**src/rtl/ahbl_bus_arbiter.sv**
```systemverilog
// Round-robin AHB-Lite bus arbiter: grants at transfer boundaries, holds through bursts and
// locked sequences, muxes address phase by address owner and HWDATA by data-phase owner.
module ahbl_bus_arbiter #(
  parameter int  NUM_MASTERS = 4,
  localparam int MW = (NUM_MASTERS > 1) ? $clog2(NUM_MASTERS) : 1
) (
  input  logic                      HCLK,
  input  logic                      HRESET,
  input  logic [NUM_MASTERS-1:0]    M_HBUSREQ,
  input  logic [NUM_MASTERS-1:0]    M_HLOCK,
  input  logic [32*NUM_MASTERS-1:0] M_HADDR,
  input  logic [2*NUM_MASTERS-1:0]  M_HTRANS,
  input  logic [NUM_MASTERS-1:0]    M_HWRITE,
  input  logic [3*NUM_MASTERS-1:0]  M_HSIZE,
  input  logic [3*NUM_MASTERS-1:0]  M_HBURST,
  input  logic [4*NUM_MASTERS-1:0]  M_HPROT,
  input  logic [32*NUM_MASTERS-1:0] M_HWDATA,
  output logic [NUM_MASTERS-1:0]    M_HGRANT,
  output logic [31:0]               HADDR,
  output logic [1:0]                HTRANS,
  output logic                      HWRITE,
  output logic [2:0]                HSIZE,
  output logic [2:0]                HBURST,
  output logic [3:0]                HPROT,
  output logic                      HMASTLOCK,
  output logic [31:0]               HWDATA,
  output logic [MW-1:0]             HMASTER,
  input  logic                      HREADY,
  input  logic                      HRESP
);

  localparam logic [1:0] T_IDLE = 2'b00, T_BUSY = 2'b01, T_NONSEQ = 2'b10, T_SEQ = 2'b11;

  typedef struct packed {
    logic [31:0] haddr;
    logic [1:0]  htrans;
    logic        hwrite;
    logic [2:0]  hsize;
    logic [2:0]  hburst;
    logic [3:0]  hprot;
  } ap_t;

  ap_t [NUM_MASTERS-1:0]             ap;
  logic [NUM_MASTERS-1:0][31:0]      wd;
  ap_t                               cur;
  logic [MW-1:0]                     addr_owner, data_owner, owner_nx, idx;
  logic [4:0]                        beat_cnt, beat_nx;
  logic                              hold, hold_nx, found;

  for (genvar i = 0; i < NUM_MASTERS; i++) begin : g_m
    assign ap[i] = {M_HADDR[32*i +: 32], M_HTRANS[2*i +: 2], M_HWRITE[i],
                    M_HSIZE[3*i +: 3], M_HBURST[3*i +: 3], M_HPROT[4*i +: 4]};
    assign wd[i] = M_HWDATA[32*i +: 32];
  end

  assign cur       = ap[addr_owner];
  assign HADDR     = cur.haddr;
  assign HTRANS    = cur.htrans;
  assign HWRITE    = cur.hwrite;
  assign HSIZE     = cur.hsize;
  assign HBURST    = cur.hburst;
  assign HPROT     = cur.hprot;
  assign HMASTLOCK = M_HLOCK[addr_owner] & (cur.htrans != T_IDLE);
  assign HWDATA    = wd[data_owner];
  assign HMASTER   = addr_owner;

  always_comb begin
    M_HGRANT             = '0;
    M_HGRANT[addr_owner] = 1'b1;
  end

  // Burst tracking on the owner's signals; hold_nx is the post-edge hold, so a
  // release and a new grant land on the same edge.
  always_comb begin
    hold_nx = hold;
    beat_nx = beat_cnt;
    case (cur.htrans)
      T_NONSEQ: begin
        case (cur.hburst)
          3'b000:         begin hold_nx = 1'b0; beat_nx = 5'd0;  end
          3'b001:         begin hold_nx = 1'b1; beat_nx = 5'd0;  end
          3'b010, 3'b011: begin hold_nx = 1'b1; beat_nx = 5'd3;  end
          3'b100, 3'b101: begin hold_nx = 1'b1; beat_nx = 5'd7;  end
          default:        begin hold_nx = 1'b1; beat_nx = 5'd15; end
        endcase
      end
      T_SEQ: begin
        if (beat_cnt > 5'd1) beat_nx = beat_cnt - 5'd1;
        else if (beat_cnt == 5'd1) begin
          beat_nx = 5'd0;
          hold_nx = 1'b0;
        end
      end
      T_BUSY:  ;
      default: hold_nx = 1'b0;
    endcase
    // An undefined-length burst ends when its master stops requesting.
    if (hold_nx && beat_nx == 5'd0 && !M_HBUSREQ[addr_owner] && cur.htrans != T_BUSY)
      hold_nx = 1'b0;
    if (HRESP) begin
      hold_nx = 1'b0;
      beat_nx = 5'd0;
    end
  end

  // Search starts one past the owner, so the owner itself is checked last.
  always_comb begin
    owner_nx = addr_owner;
    found    = 1'b0;
    idx      = addr_owner;
    if (!hold_nx && !M_HLOCK[addr_owner]) begin
      for (int i = 1; i <= NUM_MASTERS; i++) begin
        idx = MW'((int'(addr_owner) + i) % NUM_MASTERS);
        if (!found && M_HBUSREQ[idx]) begin
          found    = 1'b1;
          owner_nx = idx;
        end
      end
    end
  end

  always_ff @(posedge HCLK) begin
    if (HRESET) begin
      addr_owner <= '0;
      data_owner <= '0;
      beat_cnt   <= '0;
      hold       <= 1'b0;
    end else if (HREADY) begin
      addr_owner <= owner_nx;
      data_owner <= addr_owner;
      beat_cnt   <= beat_nx;
      hold       <= hold_nx;
    end
  end

endmodule

```
**config.mk**
```make
export PLATFORM = sky130hd
export DESIGN_NAME = ahbl_bus_arbiter
export DESIGN_NICKNAME = d
export VERILOG_FILES = /design/src/rtl/ahbl_bus_arbiter.sv
export SDC_FILE = /design/constraint.sdc
export NUM_CORES = 1
export LEC_CHECK = 0
export BUFFER_PORTS_ARGS = -buffer_cell sky130_fd_sc_hd__buf_2
export CORE_AREA = 2 2 159 161
export CTS_CLUSTER_SIZE = 30
export DETAILED_ROUTE_END_ITERATION = 8
export DIE_AREA = 0 0 161 163
export PLACE_DENSITY = 0.49
export SYNTH_ARGS = -nofsm -noshare
export SYNTH_HDL_FRONTEND = slang
export SYNTH_SLANG_ARGS = --single-unit
```
**constraint.sdc**
```tcl
create_clock -name HCLK -period 3.42 [get_ports HCLK]
set_clock_uncertainty 0.05 [all_clocks]
set_input_delay 0 -clock HCLK [delete_from_list [all_inputs] [get_ports HCLK]]
set_output_delay 0 -clock HCLK [all_outputs]
set_load 0.03 [all_outputs]
```
==> key figures <==
Worst setup path
  • WS Path Type: flip-flop to flip-flop
  • Worst Setup End Kind: flip-flop
  • CP required: 3490 ps
  • CP Max Fanout: 17
  • Arrival time worst endpoint: 2690 ps
  • RR Startpoint: HMASTER[0]
  • Flop-to-flop setup slack: 810 ps
  • Worst reg2reg path depth: 7
  • Reg2reg end: HMASTER[0]
  • Startpoint types: flip-flop

Floorplanning
  • Die X-Extent: 161 um
  • Die H: 163 um
  • Initial core utilization: 11.12%
  • # rows: 58
  • I/O Pins: 404
  • Core footprint: 24,670 um2
  • Die Footprint: 26,240 um2

Timing
  • Final worst slack: 807.6 ps
  • # setup viols final: 0
  • Hold slack: 51.21 ps
  • RSZ-0062 raised after global routing: no
  • TNS Setup: 0 ps
  • Worst-Margin Slew: 932.8 ps
  • Minimum clock period: 2612 ps
  • Endpoints failing hold: 0
  • Slew Limit Fails: 0
  • Relative slew slack: 37.81%
  • Fmax: 382.8 MHz
  • Post-route clock period utilization: 76.39%

Logic synthesis
  • Synth Instances: 204
  • Post-synth top area share: 64.84%
  • Post-synth ARST share: 0%
  • Flops & latches, synth: 10
  • Synthesized area per cell: 13.45 um2
  • Cell variety after synth: 46
  • Post-synth top area cell: mux4_2
  • Post-Synthesis Net Count: 530
  • Most area-consuming cells after synthesis: mux4_2 65%, dfxtp_1 7.3%, ha_1 2.7%
  • Seq/Total Area, Yosys: 7.296%
  • Top FF cell, synth: dfxtp_1
  • Ys Warns: 0
  • Number of synthesized flops with an enable pin: 0
  • Cell area after synthesis: 2744 um2

Placed design
  • Placed cell areas: 5104 um2
  • Final HPWL DP: 13.09 mm
  • GP Congestion: 0.8226
  • Port Buffer Count: 403
  • Dpl ws: 799.7 ps
  • Dpl cells: 919

Global routing
  • Total GRT Usage: 9.957%
  • Largest net degree at the start of global routing: 43
  • Initial antenna violation count: 4
  • Grt total ovfl: 0
  • First-pass GRT wire length: 20.36 mm
  • Vias in the first global route: 3,733

Route
  • Final wirelength: 14.77 mm
  • Via/cell ratio: 4.001
  • Vias: 3,705
  • DR iter-0 viols: 155
  • 1st-pass router iterations: 4
  • Final ANT Viol Nets: 0
  • Drc violations: 0
  • Routed length per instance: 15.95 um

Finish
  • Final std cells w/o fill: 926
  • Finished layout cell area: 5200 um2
  • Layout cells sized above 1: 85.16%
  • Fin util: 21.08%
  • Synth-to-Final Area Change: 89.51%
  • Final net count: 920

Clocking
  • Root buffer cell: clkbuf_16
  • CTS tree: built
  • Clk pin slew, worst setup/hold paths: 40 ps
  • Number of CTS-inserted buffers: 3
  • Resized cells post-CTS: 0
  • Hold_buf cts: 0
  • Clock sinks: 10
  • Clock Path Buffers: 2
  • Htree depth: 1
  • Clock Latency Late Sink: 240 ps
  • Post-CTS setup buffers: 0

Hold path
  • Critical hold path startpoint: HRESET
  • Hold EP: data_owner[1]
  • Hold crit path type: input pin to flip-flop
  • Hold depth: 2

Power and ir drop
  • Max VDD drop: 135.3 uV
  • Total power: 1.497 mW
  • Net Sw Power: 0.7031 mW
  • Cell-internal power: 0.7944 mW
  • Leakage: 2.415 nW
  • Seq pwr share: 10.5%
  • Cell Pwr Density: 288.0 nW/um2
  • Clock network power share: 15.7%
  • Switching share of power: 46.95%
  • Comb power frac: 73.8%

Job
  • Maxcap violations: 0

Outcome
  • Status: finished clean
flip-flops by register name (all words and copies together), names as in the netlist:
name / flops
HMASTER: 2
hold: 1
data_owner: 2
beat_cnt: 5
placed cells by master (no fill, tap or decap), types with 2 or more instances in the layout:
cell and instances:
buf_2 403, buf_4 5, diode_2 3, inv_1 11
nor2_1 16, a211oi_1 2, nor3_1 6, ha_1 6
dfxtp_2 2, nand2_1 2, mux4_2 79, dfxtp_1 7
o32ai_1 2, a2bb2oi_1 4, nand2b_1 3, clkbuf_16 3
mux2i_1 6, a21oi_1 3, o21ai_0 2, nor2b_1 2
worst max-delay path, cell delays in order (launching register included):
cell	delay (ps)
dfxtp_4	490
mux4_2	700
nand2b_1	230
o211ai_2	220
nor2_2	60
a211oi_2	310
nor2_1	110
mux2_4	300
power groups by stage:
stage	sequential, mW	combinational [mW]	clock [mW]
final	0.157	1.11	0.235
after global routing	0.162	1.17	0.244
after CTS	0.159	1.12	0.238
after detailed placement	0.161	1.12	0
after global placement	0.160	1.12	0
after floorplan	0.140	0.754	0
cell families after synthesis:
| family | Yosys count | share of synthesized area (%) |
|---|---|---|
| compound gates | 28 | 8.482 |
| fa+ha+maj | 7 | 3.101 |
| buf+inv | 34 | 5.654 |
| flops | 10 | 7.296 |
| mux | 87 | 67.99 |
| simple gates | 38 | 7.479 |
final cells by class:
cell class	instances	area [um2]
antenna	3	7.507
clock buffer	4	88.84
fill	2764	19470
inverter	11	41.29
multi-input combinational	160	2389
sequential	10	206.4
tap	330	412.9
timing repair buffer	408	2054
synthesized netlist by cell type, types with 2 or more instances:
| library cell | count |
|---|---|
| clkbuf_1 | 10 |
| a211oi_1 | 2 |
| buf_1 | 6 |
| dfxtp_1 | 10 |
| buf_6 | 3 |
| mux4_2 | 79 |
| nor2_1 | 16 |
| nand2_1 | 2 |
| a2bb2oi_1 | 4 |
| mux2i_1 | 6 |
| inv_1 | 11 |
| o32ai_1 | 2 |
| buf_2 | 4 |
| nor2b_1 | 2 |
| nand2b_1 | 3 |
| a21oi_1 | 3 |
| o21ai_0 | 2 |
| nor3_1 | 6 |
| ha_1 | 6 |
layer usage:
| metal | vias to the layer above | routed length, um | GRT usage, % |
|---|---|---|---|
| met3 | 12 | 1262 | 2.190 |
| li1 | 1684 | - | - |
| met4 | 2 | 174 | 1.461 |
| met5 | - | 13 | 0 |
| met1 | 1764 | 5558 | 11.56 |
| met2 | 243 | 7765 | 19.02 |
how the worst max path moves through the flow:
stage / start / to / slack (ps) / cells past startpoint
final: HMASTER[0] / HMASTER[0] / 810 / 7
after CTS: HMASTER[0] / HMASTER[0] / 790 / 7
after detailed placement: HMASTER[0] / HMASTER[0] / 800 / 7
after floorplan: HMASTER[0] / HMASTER[0] / 400 / 10
after global placement: HMASTER[0] / HMASTER[0] / 860 / 7
after global routing: HMASTER[0] / HMASTER[0] / 660 / 7
No activity file was read; power rests on OpenSTA's default activity.
